File: config.mk
export PLATFORM = sky130hd
export DESIGN_NAME = phy_tx_lane_sched
export DESIGN_NICKNAME = d
export VERILOG_FILES = /design/src/rtl/phy_tx_lane_sched.sv
export SDC_FILE = /design/constraint.sdc
export NUM_CORES = 1
export LEC_CHECK = 0
export ABC_CLOCK_PERIOD_IN_PS = 1200
export CORE_ASPECT_RATIO = 0.8
export CORE_MARGIN = 4
export CORE_UTILIZATION = 40
export CTS_CLUSTER_SIZE = 20
export DETAILED_ROUTE_END_ITERATION = 12
export DONT_BUFFER_PORTS = 1
export GPL_TIMING_DRIVEN = 0
export PLACE_DENSITY = 0.66
export SETUP_SLACK_MARGIN = 0.02
export SYNTH_ARGS = -nofsm -noshare
export SYNTH_HDL_FRONTEND = slang
export SYNTH_SLANG_ARGS = --single-unit
export TNS_END_PERCENT = 20
File: constraint.sdc
create_clock -name clk_4f -period 1.2 [get_ports clk_4f]
set_input_delay 0.24 -clock clk_4f [delete_from_list [all_inputs] [get_ports clk_4f]]
set_output_delay 0.24 -clock clk_4f [all_outputs]
set_load 0.01 [all_outputs]
File: src/rtl/phy_tx_lane_sched.sv
// phy_tx_lane_sched
//   Byte-level TX scheduler ahead of the paralelo_serial converter in phy_tx.
//   After reset, or after a retrain request, it emits a burst of NUM_COM COM
//   symbols. It then arbitrates two byte requesters round-robin onto one 8-bit
//   symbol stream, fills empty cycles with IDLE and inserts a COM skip symbol
//   on the last cycle of every SKP_INTERVAL-cycle period.
//   Optional feature macro: PHY_TX_CTRL_STATS_EN adds saturating per-lane
//   accepted-byte counters (count0_out/count1_out).
module phy_tx_lane_sched #(
    parameter logic [7:0]  COM_SYM      = 8'hBC,
    parameter logic [7:0]  IDLE_SYM     = 8'h7C,
    parameter int unsigned NUM_COM      = 4,
    parameter int unsigned SKP_INTERVAL = 16,
    parameter int unsigned CNT_W        = 16
) (
    input  logic             clk_4f,
    input  logic             reset_L,
    input  logic [7:0]       data0_in,
    input  logic             valid0_in,
    output logic             ready0_out,
    input  logic [7:0]       data1_in,
    input  logic             valid1_in,
    output logic             ready1_out,
    input  logic             retrain_in,
    output logic [7:0]       data_out,
    output logic             valid_out,
    output logic             active_out
`ifdef PHY_TX_CTRL_STATS_EN
    ,
    output logic [CNT_W-1:0] count0_out,
    output logic [CNT_W-1:0] count1_out
`endif
);

    localparam int unsigned        TRAIN_W    = (NUM_COM > 1) ? $clog2(NUM_COM) : 1;
    localparam int unsigned        SKP_W      = $clog2(SKP_INTERVAL);
    localparam logic [TRAIN_W-1:0] TRAIN_LAST = TRAIN_W'(NUM_COM - 1);
    localparam logic [SKP_W-1:0]   SKP_LAST   = SKP_W'(SKP_INTERVAL - 1);

    localparam logic [0:0] ST_TRAIN  = 1'b0;
    localparam logic [0:0] ST_ACTIVE = 1'b1;

    // Reject configurations the counters and arbitration cannot honour.
    generate
        if (NUM_COM < 1) begin : g_bad_num_com
            $error("phy_tx_lane_sched: NUM_COM must be >= 1");
        end
        if (SKP_INTERVAL < 2) begin : g_bad_skp_interval
            $error("phy_tx_lane_sched: SKP_INTERVAL must be >= 2");
        end
        if (CNT_W < 1) begin : g_bad_cnt_w
            $error("phy_tx_lane_sched: CNT_W must be >= 1");
        end
    endgenerate

    logic [0:0]         state;
    logic [TRAIN_W-1:0] train_cnt;
    logic [SKP_W-1:0]   skp_cnt;
    logic               last;        // lane of the most recent transfer

    logic               skip_cyc;
    logic               grant_any;
    logic               grant_lane;
    logic               lane_open;
    logic               xfer0;
    logic               xfer1;

    // Skip cycle: last ACTIVE cycle of each skip period.
    always_comb begin
        skip_cyc = (state == ST_ACTIVE) && (skp_cnt == SKP_LAST);
    end

    // Round-robin pick: a lone requester wins, a tie goes to the lane not served last.
    always_comb begin
        grant_any = valid0_in || valid1_in;
        if (valid0_in && valid1_in) begin
            grant_lane = ~last;
        end else begin
            grant_lane = valid1_in;
        end
    end

    // Handshake: the stream is open only in ACTIVE, outside skip, with no retrain pending.
    always_comb begin
        lane_open  = (state == ST_ACTIVE) && !skip_cyc && !retrain_in;
        ready0_out = lane_open && grant_any && !grant_lane;
        ready1_out = lane_open && grant_any &&  grant_lane;
    end

    // Accepted byte per lane; a grant is only ever given to a valid requester.
    always_comb begin
        xfer0 = valid0_in && ready0_out;
        xfer1 = valid1_in && ready1_out;
    end

    // Link state, training burst length and skip period position.
    always_ff @(posedge clk_4f or negedge reset_L) begin
        if (!reset_L) begin
            state     <= ST_TRAIN;
            train_cnt <= '0;
            skp_cnt   <= '0;
        end else if (retrain_in) begin
            state     <= ST_TRAIN;
            train_cnt <= '0;
            skp_cnt   <= '0;
        end else if (state == ST_TRAIN) begin
            skp_cnt <= '0;
            if (train_cnt == TRAIN_LAST) begin
                state     <= ST_ACTIVE;
                train_cnt <= '0;
            end else begin
                train_cnt <= train_cnt + 1'b1;
            end
        end else begin
            if (skip_cyc) begin
                skp_cnt <= '0;
            end else begin
                skp_cnt <= skp_cnt + 1'b1;
            end
        end
    end

    // Arbitration history; untouched by retrain so fairness carries across a burst.
    always_ff @(posedge clk_4f or negedge reset_L) begin
        if (!reset_L) begin
            last <= 1'b1;
        end else if (xfer0) begin
            last <= 1'b0;
        end else if (xfer1) begin
            last <= 1'b1;
        end
    end

    // Registered symbol stream to the serializer.
    always_ff @(posedge clk_4f or negedge reset_L) begin
        if (!reset_L) begin
            data_out  <= COM_SYM;
            valid_out <= 1'b0;
        end else if (retrain_in || (state == ST_TRAIN) || skip_cyc) begin
            data_out  <= COM_SYM;
            valid_out <= 1'b0;
        end else if (xfer0) begin
            data_out  <= data0_in;
            valid_out <= 1'b1;
        end else if (xfer1) begin
            data_out  <= data1_in;
            valid_out <= 1'b1;
        end else begin
            data_out  <= IDLE_SYM;
            valid_out <= 1'b0;
        end
    end

    // Link-up flag, aligned with the symbol produced by the same ACTIVE cycle.
    always_ff @(posedge clk_4f or negedge reset_L) begin
        if (!reset_L) begin
            active_out <= 1'b0;
        end else begin
            active_out <= (state == ST_ACTIVE) && !retrain_in;
        end
    end

`ifdef PHY_TX_CTRL_STATS_EN
    // Saturating accepted-byte counters; only reset_L clears them.
    always_ff @(posedge clk_4f or negedge reset_L) begin
        if (!reset_L) begin
            count0_out <= '0;
            count1_out <= '0;
        end else begin
            if (xfer0 && (count0_out != '1)) begin
                count0_out <= count0_out + 1'b1;
            end
            if (xfer1 && (count1_out != '1)) begin
                count1_out <= count1_out + 1'b1;
            end
        end
    end
`endif

endmodule

==> results.txt <==
----------------------------------------------------
[Run status]
  Outcome ... complete, but fails checks
  Violations in the final reports ... setup timing

[Setup path]
  Max Fanout on Critical Path ... 3
  Setup slack of the most critical reg-to-reg path ... -0.08 ns
  Critical path data required time ... approximately 0.96 ns
  R2R Path Start ... skp_cnt[1]
  Data arrival time of the critical path ... between 1 and 1.5 ns
  Largest stage delay, worst path ... ~0.56 ns
  Kind of capture point of the worst setup path ... output pin
  Slowest cell on the critical path ... dfstp_2
  Reg-to-reg endpoint ... last
  Critical path startpoint ... last
  Ordered list of cells on the worst path ... nand2b_4 > nand2_4 > nor2_4
  Depth of the worst register-to-register path ... 6
  CP Launch Type ... flip-flop
  Worst Path Class, Setup ... flip-flop to output pin

[Run]
  Reported max-cap violation count ... 0

[STA]
  Setup repair after global routing missed its margin ... yes
  Relative slew slack ... 0.4961
  Worst Slack Setup Final ... -0.2194 ns
  Final worst path period share ... 1.183
  Fmax achieved ... ~700 MHz
  Final count of pins violating max slew ... 0
  Post-route clock skew ... around 0.0043 ns
  Setup violation total in the final timing report ... 4
  Shortest clock period the worst path allows after layout ... between 1 and 1.5 ns
  Number of hold-slack violations in the final timing report ... 0
  Worst-Margin Slew ... between 0.7 and 0.8 ns

[Place]
  Port bufs ... 0
  Post-detailed-placement half-perimeter wirelength ... between 1000 and 1500 µm
  Instance area after placement ... between 800 and 900 µm²
  Weighted congestion reported at the end of routability-driven placement ... 0.7077

[GRT]
  Vias in the first global route ... roughly 620
  Global-route total usage across every layer ... 0.1381
  Initial antenna violation count ... 0
  Maximum number of pins on one net before global-route repair ... 19
  First-pass GRT wire length ... between 2000 and 3000 µm
  Total congestion overflow after global routing ... 0

[CTS]
  Clk sinks ... 18
  Clock tree from TritonCTS ... yes
  Clock buffer depth ... 2
  Clock latency of the later-clocked register in the worst-skew pair ... ~0.29 ns
  Clk slew on worst S/H paths ... around 0.1 ns
  Clock tree root buffer cell ... clkbuf_4
  Num CTS Buffers ... 3
  CTS H-tree lvls ... 1

[Synthesis]
  Synthesis-stage register bit count ... 18
  Avg Cell Area, Syn ... about 11 µm²
  Distinct cell type count after synthesis ... 27
  Area share of the largest cell type after synthesis ... 0.3810
  Cell types occupying the most area after synthesis ... dfrtp_1 38%, dfstp_2 20%, nor2_1 5.7%
  Yosys Warn Count ... 0
  Number of nets produced by synthesis ... 93
  Cell taking the most area after synthesis ... dfrtp_1
  Share of synthesized area occupied by flip-flops and latches ... 0.5810
  Instance count of the mapped netlist ... 70
  Summed instance area of the synthesized netlist ... around 790 µm²

[Layout]
  Final net count ... roughly 110
  FF/Latch Area ... about 460 µm²
  Most frequent standard cell in the layout excluding fill and tap cells ... dfrtp_1
  Fill count ... ~150
  Diodes inserted ... 0
  Ratio of cells with drive above 1 in the final layout ... 0.4524
  Area occupied by multi-input gates ... around 390 µm²
  Post-route design area ... just over 0.001 mm²
  Most frequent cells in the layout ... 11 x dfrtp_1, 10 x nor2_1, 7 x buf_4, 6 x dfstp_2, 4 x nand2_1
  Signed area change from the synthesized netlist to the final layout ... 29.84%
  Final core utilization ... 0.5461

[Route]
  WL per Instance ... around 16 µm
  First-pass iteration count of the detailed router ... 4
  Post-route antenna net violation count ... 0
  Avg Vias per Cell ... between 5 and 6
  Post-detailed-route DRC marker count ... 0
  First-iteration detailed-routing DRC count ... 4
  Final wirelength ... 1688 µm
  Vias after detailed routing ... ~610

[Floorplanning]
  Starting density of the core ... 0.4206
  Area of the die ... ~0.0027 mm²
  Boundary Pins ... 33
  Core footprint ... approximately 0.0019 mm²
  Rows ... 14
  Die Height ... around 48 µm
  Width of the chip ... about 58 µm

[Power and ir drop]
  Worst vdd rail ir drop ... just under 0.9 mV
  Lkg Pwr ... 0.4266 nW
  Power density of the placed cells ... between 1000 and 1500 mW/mm²

[Min path]
  Worst min-delay path class ... primary input to flip-flop
  Critical hold path startpoint ... data1_in[2]
  Cell depth of the worst hold path ... 2
  Hold-critical path endpoint ... data_out[2]

----------------------------------------------------
## synth_stat cells
cell and number:
and2_4 1, o32ai_1 4, nor3_1 1, inv_1 2, ha_1 2, and2_2 1, nor2_1 12, a32oi_1 3
nand4b_1 1, xnor2_1 1, buf_2 1, buf_6 1, a21bo_2 1, o221a_4 1, a21boi_0 1, a21oi_1 3
o21ai_0 1, nand2b_1 1, mux2i_1 1, dfstp_2 6, nand2b_2 1, inv_2 1, nand3_1 1, dfrtp_1 12
nand2_1 7, nor2b_1 1, a31oi_1 2
## worst max-delay path by stage
stage	to
floorplan	ready0_out
CTS	ready0_out
global placement	ready0_out
global route	ready0_out
finish	ready0_out
detailed placement	last
## metal layers
metal | up-vias | share of wire | global-route usage
li1 | 277 | - | -
met2 | 29 | 0.49 | 0.2410
met4 | 0 | 0.030 | 0.08333
met5 | - | 0 | 0
met1 | 293 | 0.40 | 0.1483
met3 | 6 | 0.081 | 0.05121
## kinds of logic after synthesis
logic type	after synthesis	synth area share
AO/OA/AOI/OAI	16	0.1667
XOR/XNOR	1	0.01111
adder cells (fa/ha/maj)	2	0.03174
buffers and inverters	5	0.03491
flip-flops	18	0.5810
multiplexers	1	0.01270
AND/OR/NAND/NOR	27	0.1619
## metrics by stage
stage	instances	power (mW)	setup TNS, ns	hold slack, ns	worst slack, ns
after global placement	94	0.9503	-0.1913	-0.05496	-0.05493
after CTS	107	1.425	-0.5902	0.06979	-0.2216
after global routing	108	1.513	-0.9685	0.06072	-0.2721
after detailed placement	94	0.9621	-0.2907	-0.05520	-0.09447
final	108	1.427	-0.5522	0.07455	-0.2194
after floorplan	70	0.9152	0	-0.05559	0.02294
## layout make-up
| class | instances | share of cell area |
|---|---|---|
| flip-flops and latches | 18 | 0.4487 |
| multi-input cells | 47 | 0.3778 |
| repair buffers | 10 | 0.08191 |
| clock buffers | 4 | 0.03545 |
| well taps | 24 | 0.02934 |
| plain buffers | 2 | 0.01589 |
| inverters | 3 | 0.01100 |
## where the power goes
| group | total (mW) | internal [mW] | leakage [nW] | switching [mW] |
|---|---|---|---|---|
| sequential | 0.723 | 0.677 | 0.226 | 0.0466 |
| combinational | 0.339 | 0.168 | 0.179 | 0.170 |
| clock | 0.365 | 0.185 | 0.0210 | 0.180 |
## sequential cells by signal (all words and copies together) (netlist names)
name        flops
active_out      1
valid_out       1
state           1
train_cnt       2
data_out        8
last            1
skp_cnt         4
## repair_timing
action,in CTS,in global routing
endpoints found under the setup margin,6,11
pin swaps,5,3
gates resized for setup,8,6
buffers inserted,7,1
hold buffers,2,0
hold endpoints to repair,21,0
## critical path, delay by kind of cell, from the launching register on
kind / cells / cell delay [ns]
flip-flops: 1 / 0.56
AND/OR/NAND/NOR: 3 / 0.33
Power figures use the tool's default switching activity.
